==> src/rtl/cpu_bus_arbiter_if.sv <==
`default_nettype none
// ============================================================================
// Module      : cpu_bus_arbiter_if
// Description : Signal bundle for the two-port CPU bus arbiter. It carries
//               both requester ports (req/we/addr/wdata in, ack/err/rdata
//               out), the shared downstream bus (strobe/we/addr/data out,
//               data/ready in) and the status outputs (busy/owner).
//               Signal directions in the names are seen from the arbiter.
//   modport slave  : arbiter side (drives o_*, reads i_*)
//   modport master : environment side (drives i_*, reads o_*)
// Revision    : 1.0 - initial release
// ============================================================================
interface cpu_bus_arbiter_if #(
  parameter int ADDR_W = 32,
  parameter int DATA_W = 32
);
  // Requester 0 (CPU core)
  logic              i_req0;
  logic              i_we0;
  logic [ADDR_W-1:0] i_addr0;
  logic [DATA_W-1:0] i_wdata0;
  logic              o_ack0;
  logic              o_err0;
  logic [DATA_W-1:0] o_rdata0;
  // Requester 1 (DMA / video engine)
  logic              i_req1;
  logic              i_we1;
  logic [ADDR_W-1:0] i_addr1;
  logic [DATA_W-1:0] i_wdata1;
  logic              o_ack1;
  logic              o_err1;
  logic [DATA_W-1:0] o_rdata1;
  // Shared downstream bus
  logic              o_bus_clk;
  logic              o_bus_we;
  logic [ADDR_W-1:0] o_bus_addr;
  logic [DATA_W-1:0] o_bus_data;
  logic [DATA_W-1:0] i_bus_data;
  logic              i_bus_data_ready;
  // Status
  logic              o_busy;
  logic              o_owner;

  modport slave (
    input  i_req0, i_we0, i_addr0, i_wdata0,
    input  i_req1, i_we1, i_addr1, i_wdata1,
    input  i_bus_data, i_bus_data_ready,
    output o_ack0, o_err0, o_rdata0,
    output o_ack1, o_err1, o_rdata1,
    output o_bus_clk, o_bus_we, o_bus_addr, o_bus_data,
    output o_busy, o_owner
  );

  modport master (
    output i_req0, i_we0, i_addr0, i_wdata0,
    output i_req1, i_we1, i_addr1, i_wdata1,
    output i_bus_data, i_bus_data_ready,
    input  o_ack0, o_err0, o_rdata0,
    input  o_ack1, o_err1, o_rdata1,
    input  o_bus_clk, o_bus_we, o_bus_addr, o_bus_data,
    input  o_busy, o_owner
  );
endinterface
`default_nettype wire

==> src/rtl/cpu_bus_arbiter.sv <==
`default_nettype none
// ============================================================================
// Module      : cpu_bus_arbiter
// Description : Two-port round-robin arbiter and transaction sequencer for
//               the CPU external bus. One transaction at a time walks
//               IDLE -> ISSUE -> WAIT -> DONE. ISSUE strobes the bus for one
//               cycle, WAIT polls the ready handshake (with a timeout), DONE
//               pulses ack/err back to the winning requester.
// Ports       : i_cpu_clk - sole clock, rising edge
//               i_rst     - asynchronous active-high reset
//               arb       - cpu_bus_arbiter_if.slave: requester ports,
//                           downstream bus, busy/owner status
// Parameters  : ADDR_W, DATA_W - address / data widths
//               TIMEOUT        - WAIT cycles before abort (1..65535)
// Revision    : 1.0 - initial release
// ============================================================================
module cpu_bus_arbiter #(
  parameter int ADDR_W  = 32,
  parameter int DATA_W  = 32,
  parameter int TIMEOUT = 255
) (
  input  logic                  i_cpu_clk,
  input  logic                  i_rst,
  cpu_bus_arbiter_if.slave      arb
);

  localparam logic [1:0] ST_IDLE  = 2'd0;
  localparam logic [1:0] ST_ISSUE = 2'd1;
  localparam logic [1:0] ST_WAIT  = 2'd2;
  localparam logic [1:0] ST_DONE  = 2'd3;

  // Counter value seen in the last WAIT cycle before the timeout fires.
  localparam logic [15:0] CNT_LAST = 16'(TIMEOUT - 1);

  logic [1:0]        state_q, state_d;
  logic              last_q, last_d;
  logic              owner_q, owner_d;
  logic [15:0]       cnt_q, cnt_d;
  logic              err_q, err_d;
  logic              bus_clk_q, bus_clk_d;
  logic              bus_we_q, bus_we_d;
  logic [ADDR_W-1:0] bus_addr_q, bus_addr_d;
  logic [DATA_W-1:0] bus_data_q, bus_data_d;
  logic              busy_q, busy_d;
  logic              ack0_q, ack0_d;
  logic              ack1_q, ack1_d;
  logic              err0_q, err0_d;
  logic              err1_q, err1_d;
  logic [DATA_W-1:0] rdata0_q, rdata0_d;
  logic [DATA_W-1:0] rdata1_q, rdata1_d;
  logic              win_sel;

  // On a tie the port that did not win last time gets the bus; otherwise
  // the single active requester wins.
  assign win_sel = (arb.i_req0 && arb.i_req1) ? ~last_q : arb.i_req1;

  always_comb begin
    state_d    = state_q;
    last_d     = last_q;
    owner_d    = owner_q;
    cnt_d      = cnt_q;
    err_d      = err_q;
    bus_we_d   = bus_we_q;
    bus_addr_d = bus_addr_q;
    bus_data_d = bus_data_q;
    rdata0_d   = rdata0_q;
    rdata1_d   = rdata1_q;
    err0_d     = err0_q;
    err1_d     = err1_q;

    case (state_q)
      ST_IDLE: begin
        if (arb.i_req0 || arb.i_req1) begin
          owner_d    = win_sel;
          last_d     = win_sel;
          bus_we_d   = win_sel ? arb.i_we1    : arb.i_we0;
          bus_addr_d = win_sel ? arb.i_addr1  : arb.i_addr0;
          bus_data_d = win_sel ? arb.i_wdata1 : arb.i_wdata0;
          cnt_d      = 16'd0;
          state_d    = ST_ISSUE;
        end
      end

      // Ready is deliberately not looked at here: a level left over from
      // the previous transaction must not complete this one.
      ST_ISSUE: begin
        state_d = ST_WAIT;
      end

      ST_WAIT: begin
        cnt_d = cnt_q + 16'd1;
        if (arb.i_bus_data_ready) begin
          // Ready beats a same-cycle timeout.
          err_d = 1'b0;
          if (!bus_we_q) begin
            if (owner_q) rdata1_d = arb.i_bus_data;
            else         rdata0_d = arb.i_bus_data;
          end
          state_d = ST_DONE;
        end else if (cnt_q == CNT_LAST) begin
          err_d = 1'b1;
          if (!bus_we_q) begin
            if (owner_q) rdata1_d = '0;
            else         rdata0_d = '0;
          end
          state_d = ST_DONE;
        end
      end

      ST_DONE: begin
        state_d = ST_IDLE;
      end

      default: begin
        state_d = ST_IDLE;
      end
    endcase

    // Outputs are decoded from the next state so they appear registered
    // in the same cycle the FSM occupies that state.
    bus_clk_d = (state_d == ST_ISSUE);
    busy_d    = (state_d != ST_IDLE);
    ack0_d    = (state_d == ST_DONE) && !owner_d;
    ack1_d    = (state_d == ST_DONE) &&  owner_d;
    if (ack0_d) err0_d = err_d;
    if (ack1_d) err1_d = err_d;
  end

  always_ff @(posedge i_cpu_clk or posedge i_rst) begin
    if (i_rst) begin
      state_q    <= ST_IDLE;
      last_q     <= 1'b1;
      owner_q    <= 1'b0;
      cnt_q      <= 16'd0;
      err_q      <= 1'b0;
      bus_clk_q  <= 1'b0;
      bus_we_q   <= 1'b0;
      bus_addr_q <= '0;
      bus_data_q <= '0;
      busy_q     <= 1'b0;
      ack0_q     <= 1'b0;
      ack1_q     <= 1'b0;
      err0_q     <= 1'b0;
      err1_q     <= 1'b0;
      rdata0_q   <= '0;
      rdata1_q   <= '0;
    end else begin
      state_q    <= state_d;
      last_q     <= last_d;
      owner_q    <= owner_d;
      cnt_q      <= cnt_d;
      err_q      <= err_d;
      bus_clk_q  <= bus_clk_d;
      bus_we_q   <= bus_we_d;
      bus_addr_q <= bus_addr_d;
      bus_data_q <= bus_data_d;
      busy_q     <= busy_d;
      ack0_q     <= ack0_d;
      ack1_q     <= ack1_d;
      err0_q     <= err0_d;
      err1_q     <= err1_d;
      rdata0_q   <= rdata0_d;
      rdata1_q   <= rdata1_d;
    end
  end

  assign arb.o_ack0      = ack0_q;
  assign arb.o_ack1      = ack1_q;
  assign arb.o_err0      = err0_q;
  assign arb.o_err1      = err1_q;
  assign arb.o_rdata0    = rdata0_q;
  assign arb.o_rdata1    = rdata1_q;
  assign arb.o_bus_clk   = bus_clk_q;
  assign arb.o_bus_we    = bus_we_q;
  assign arb.o_bus_addr  = bus_addr_q;
  assign arb.o_bus_data  = bus_data_q;
  assign arb.o_busy      = busy_q;
  assign arb.o_owner     = owner_q;

endmodule
`default_nettype wire
==> src/flat_wrapper.sv <==
// flat-port wrapper written by rule: the top's interface ports become plain ports
module cpu_bus_arbiter_flat 
#(
  parameter int ADDR_W  = 32,
  parameter int DATA_W  = 32,
  parameter int TIMEOUT = 255
)
  (i_cpu_clk, i_rst, arb_i_req0, arb_i_we0, arb_i_addr0, arb_i_wdata0, arb_i_req1, arb_i_we1, arb_i_addr1, arb_i_wdata1, arb_i_bus_data, arb_i_bus_data_ready, arb_o_ack0, arb_o_err0, arb_o_rdata0, arb_o_ack1, arb_o_err1, arb_o_rdata1, arb_o_bus_clk, arb_o_bus_we, arb_o_bus_addr, arb_o_bus_data, arb_o_busy, arb_o_owner);
  cpu_bus_arbiter_if #(.ADDR_W(ADDR_W), .DATA_W(DATA_W)) arb_i ();
  input  logic i_cpu_clk;
  input  logic i_rst;
  input wire logic [$bits(arb_i.i_req0)-1:0] arb_i_req0;
  input wire logic [$bits(arb_i.i_we0)-1:0] arb_i_we0;
  input wire logic [$bits(arb_i.i_addr0)-1:0] arb_i_addr0;
  input wire logic [$bits(arb_i.i_wdata0)-1:0] arb_i_wdata0;
  input wire logic [$bits(arb_i.i_req1)-1:0] arb_i_req1;
  input wire logic [$bits(arb_i.i_we1)-1:0] arb_i_we1;
  input wire logic [$bits(arb_i.i_addr1)-1:0] arb_i_addr1;
  input wire logic [$bits(arb_i.i_wdata1)-1:0] arb_i_wdata1;
  input wire logic [$bits(arb_i.i_bus_data)-1:0] arb_i_bus_data;
  input wire logic [$bits(arb_i.i_bus_data_ready)-1:0] arb_i_bus_data_ready;
  output wire logic [$bits(arb_i.o_ack0)-1:0] arb_o_ack0;
  output wire logic [$bits(arb_i.o_err0)-1:0] arb_o_err0;
  output wire logic [$bits(arb_i.o_rdata0)-1:0] arb_o_rdata0;
  output wire logic [$bits(arb_i.o_ack1)-1:0] arb_o_ack1;
  output wire logic [$bits(arb_i.o_err1)-1:0] arb_o_err1;
  output wire logic [$bits(arb_i.o_rdata1)-1:0] arb_o_rdata1;
  output wire logic [$bits(arb_i.o_bus_clk)-1:0] arb_o_bus_clk;
  output wire logic [$bits(arb_i.o_bus_we)-1:0] arb_o_bus_we;
  output wire logic [$bits(arb_i.o_bus_addr)-1:0] arb_o_bus_addr;
  output wire logic [$bits(arb_i.o_bus_data)-1:0] arb_o_bus_data;
  output wire logic [$bits(arb_i.o_busy)-1:0] arb_o_busy;
  output wire logic [$bits(arb_i.o_owner)-1:0] arb_o_owner;
  assign arb_i.i_req0 = arb_i_req0;
  assign arb_i.i_we0 = arb_i_we0;
  assign arb_i.i_addr0 = arb_i_addr0;
  assign arb_i.i_wdata0 = arb_i_wdata0;
  assign arb_i.i_req1 = arb_i_req1;
  assign arb_i.i_we1 = arb_i_we1;
  assign arb_i.i_addr1 = arb_i_addr1;
  assign arb_i.i_wdata1 = arb_i_wdata1;
  assign arb_i.i_bus_data = arb_i_bus_data;
  assign arb_i.i_bus_data_ready = arb_i_bus_data_ready;
  assign arb_o_ack0 = arb_i.o_ack0;
  assign arb_o_err0 = arb_i.o_err0;
  assign arb_o_rdata0 = arb_i.o_rdata0;
  assign arb_o_ack1 = arb_i.o_ack1;
  assign arb_o_err1 = arb_i.o_err1;
  assign arb_o_rdata1 = arb_i.o_rdata1;
  assign arb_o_bus_clk = arb_i.o_bus_clk;
  assign arb_o_bus_we = arb_i.o_bus_we;
  assign arb_o_bus_addr = arb_i.o_bus_addr;
  assign arb_o_bus_data = arb_i.o_bus_data;
  assign arb_o_busy = arb_i.o_busy;
  assign arb_o_owner = arb_i.o_owner;
  cpu_bus_arbiter #(.ADDR_W(ADDR_W), .DATA_W(DATA_W), .TIMEOUT(TIMEOUT)) u_core (.i_cpu_clk(i_cpu_clk), .i_rst(i_rst), .arb(arb_i));
endmodule
==> config.mk <==
export PLATFORM = sky130hd
export DESIGN_NAME = cpu_bus_arbiter_flat
export DESIGN_NICKNAME = d
export VERILOG_FILES = /design/src/rtl/cpu_bus_arbiter_if.sv /design/src/rtl/cpu_bus_arbiter.sv /design/src/flat_wrapper.sv
export SDC_FILE = /design/constraint.sdc
export NUM_CORES = 1
export LEC_CHECK = 0
export BUFFER_PORTS_ARGS = -buffer_cell sky130_fd_sc_hd__buf_2
export CAP_MARGIN = 15
export CORE_MARGIN = 2
export CORE_UTILIZATION = 48
export DETAILED_ROUTE_END_ITERATION = 10
export GPL_TIMING_DRIVEN = 0
export PLACE_DENSITY_LB_ADDON = 0.12
export SKIP_CTS_REPAIR_TIMING = 1
export SYNTH_ARGS = -nofsm -noshare
export SYNTH_HDL_FRONTEND = slang
export SYNTH_SLANG_ARGS = --single-unit
==> constraint.sdc <==
create_clock -name i_cpu_clk -period 5.2 [get_ports i_cpu_clk]
set_clock_uncertainty 0.05 [all_clocks]
set_input_delay 0.26 -clock i_cpu_clk [delete_from_list [all_inputs] [get_ports i_cpu_clk]]
set_output_delay 0.26 -clock i_cpu_clk [all_outputs]
set_load 0.05 [all_outputs]
==> out/results.tsv <==
metric	value	unit
ant_nets	0	
final.setup.worst_slack	2.47	ns
multi_input_area	2750	um^2
area_growth	34.5	%
placementRows	43	
tightest_slew	0.729	ns
hold_depth	3	
die_h	124	um
io_buffers	302	
cp_max_fo	10	
status	complete, no violations	
synth-async-reset-ratio	100	%
grt_overflow	0	
syn_area_per_cell	11.0	um^2
clock-root-buffer	clkbuf_16	
initial_core_util	49.5	%
grt_first_pass_wirelength	28300	um
finalSetupViolations	0	
hold_viol	0	
ff2ff_path_depth	7	
slew_headroom	51.4	%
grtUsageTotal	24.4	%
crit_type	reg -> reg	
clk_pin_slew	0.06	ns
fin_nets	1126	
antenna_found_initial	0	
post_dp_cell_area	8690	um^2
synth-edff-count	0	
endpoint_kind	flip-flop	
viasPerCell	5.03	
p_per_area	689	nW/um^2
hpwl	14100	um
period_needed	2.73	ns
io_pins	303	
fillCellCount	1224	
regArea	3910	um^2
synth_area_leaders	dfrtp_1, mux2i_1, o21ai_0, nand2_1, mux2_2	
synth_seq_cells	156	
insertion_delay	0.42	ns
die_area	15400	um^2
fin_util	66.6	%
cap_violations	0	
synth_nets	802	
grt_pass1_vias	5650	
cts_buffers	17	
critPathLaunchType	flip-flop	
die_w	124	um
post_drt_wl_per_cell	16.1	um
cts_tree	yes	
vdd_drop_max	385	uV
reg2reg_slack	2.47	ns
synth_top_area_share	56.0	%
netlist_area	6920	um^2
place.gp.congestion	0.813	
synth_cell_type_count	43	
drt_iter0_markers	319	
grt_max_degree	84	
clock_path_buffers	2	
finalPower	6.41	mW
pre_cts_ws	2.45	ns
routed_wl	18500	um
fin_area	9310	um^2
max_freq	0.366	GHz
drc_errors	0	
ys_seq_area_share	56.4	%
maxSlewViolCount	0	
dr.pass1.iters	4	
cp.required	5.45	ns
hold_path_class	in -> reg	
crit_arrival	2.98	ns
vias	5770	
htreeDepth	4	
synthesis.instances	631	
rsz0062_at_grt	no	
coreArea	14000	um^2
yosys_warnings	0	
period_share	52.6	%
fin_tns_setup	0	ns
leakage	4.91	nW
synth_area_leader_cell	dfrtp_1	
ys.flop_type	dfrtp_1	
cts.sinks	156	
antenna_cells	0	
drive_gt1_share	40.5	%
-- cell usage in the layout, fill, tap and decap left out, types with 3 or more instances in the layout --
cell type / n
nand3_1: 20
or3_1: 3
a21oi_1: 7
nor3_1: 4
bufinv_16: 3
mux2_4: 14
ha_1: 4
clkbuf_1: 28
nor3b_1: 3
dfrtp_1: 155
buf_2: 310
clkinv_2: 6
mux2i_1: 66
mux2_2: 26
and2_1: 19
clkbuf_16: 17
nor2_1: 12
inv_1: 22
nand2_1: 104
xnor2_1: 6
o21ai_0: 99
-- final timing paths --
check,endpoint,start
max,u_core.arb.o_rdata0[11],u_core.state_q[0]
min,u_core.arb.o_rdata1[21],arb_i_bus_data[21]
max reg2reg,u_core.arb.o_rdata0[11],u_core.state_q[0]
min reg2reg,u_core.arb.o_bus_data[7],u_core.arb.o_bus_data[7]
max in group asynchronous,u_core.last_q,i_rst
min in group asynchronous,u_core.arb.o_rdata0[23],i_rst
-- cells by family (layout without fill, tap and decap cells) --
group / Yosys count / count (layout) / synth area share [%]
and+or+nand+nor: 179 / 179 / 12.4
AOI/OAI and AO/OA: 117 / 117 / 8.93
xor gates and xnor gates: 7 / 7 / 0.886
buffers and inverters: 62 / 399 / 3.89
DFF: 156 / 156 / 56.4
muxes: 106 / 106 / 16.8
adders and majority gates: 4 / 4 / 0.723
-- through the flow --
stage	hold slack, ns	cells
final	0.0430	1148
after floorplan	0.280	631
after detailed placement	0.372	1114
after CTS	-0.0785	1146
after global routing	0.0426	1148
after global placement	0.407	1113
-- cell type report --
class | instances | share of cell area [%]
clock inverter | 12 | 1.56
multi-input combinational | 413 | 29.5
sequential | 156 | 41.9
clock buffer | 20 | 4.90
inverter | 23 | 0.981
buffer | 39 | 1.96
tap | 180 | 2.42
timing repair buffer | 305 | 16.7
-- where the power goes --
part / switching, mW / internal (mW) / total [mW]
clock: 0.482 / 0.776 / 1.26
sequential: 0.252 / 1.69 / 1.94
combinational: 2.44 / 0.775 / 3.21
-- synth_stat cells (2+ instances only) --
master / instances
and2_1: 19
nor2_1: 12
nand2_1: 104
a21oi_1: 7
buf_2: 8
mux2i_1: 66
dfrtp_1: 155
mux2_4: 14
o21ai_0: 99
a22o_1: 2
mux2_2: 26
ha_1: 4
and3_1: 2
nand3_1: 20
nor3b_1: 3
xnor2_1: 6
clkbuf_1: 27
buf_6: 2
and4_1: 2
o21ai_1: 2
or3b_1: 2
or3_1: 3
nor3_1: 4
inv_1: 23
-- flip-flops by register name, indices dropped and copies added, names as in the netlist, 2 cells and up --
register	count
u_core.arb.o_rdata1	32
u_core.state_q	2
u_core.arb.o_rdata0	32
u_core.arb.o_bus_addr	32
u_core.arb.o_bus_data	32
u_core.cnt_q	16
-- critical path, cell delays in order, from the launching register on --
cell,delay [ns]
dfrtp_1,0.39
inv_1,0.09
ha_1,0.14
clkbuf_1,0.36
inv_1,0.21
nor4_4,0.61
buf_2,0.37
mux2_2,0.39
-- layer usage --
metal | track usage (%) | vias up | wire length (um)
met5 | 0 | - | 0
met4 | 9.55 | 0 | 441
met3 | 5.36 | 34 | 1290
met2 | 42.6 | 236 | 9270
met1 | 29.5 | 2690 | 7520
li1 | - | 2810 | -
Note: power is estimated with default switching activity, not from simulation.
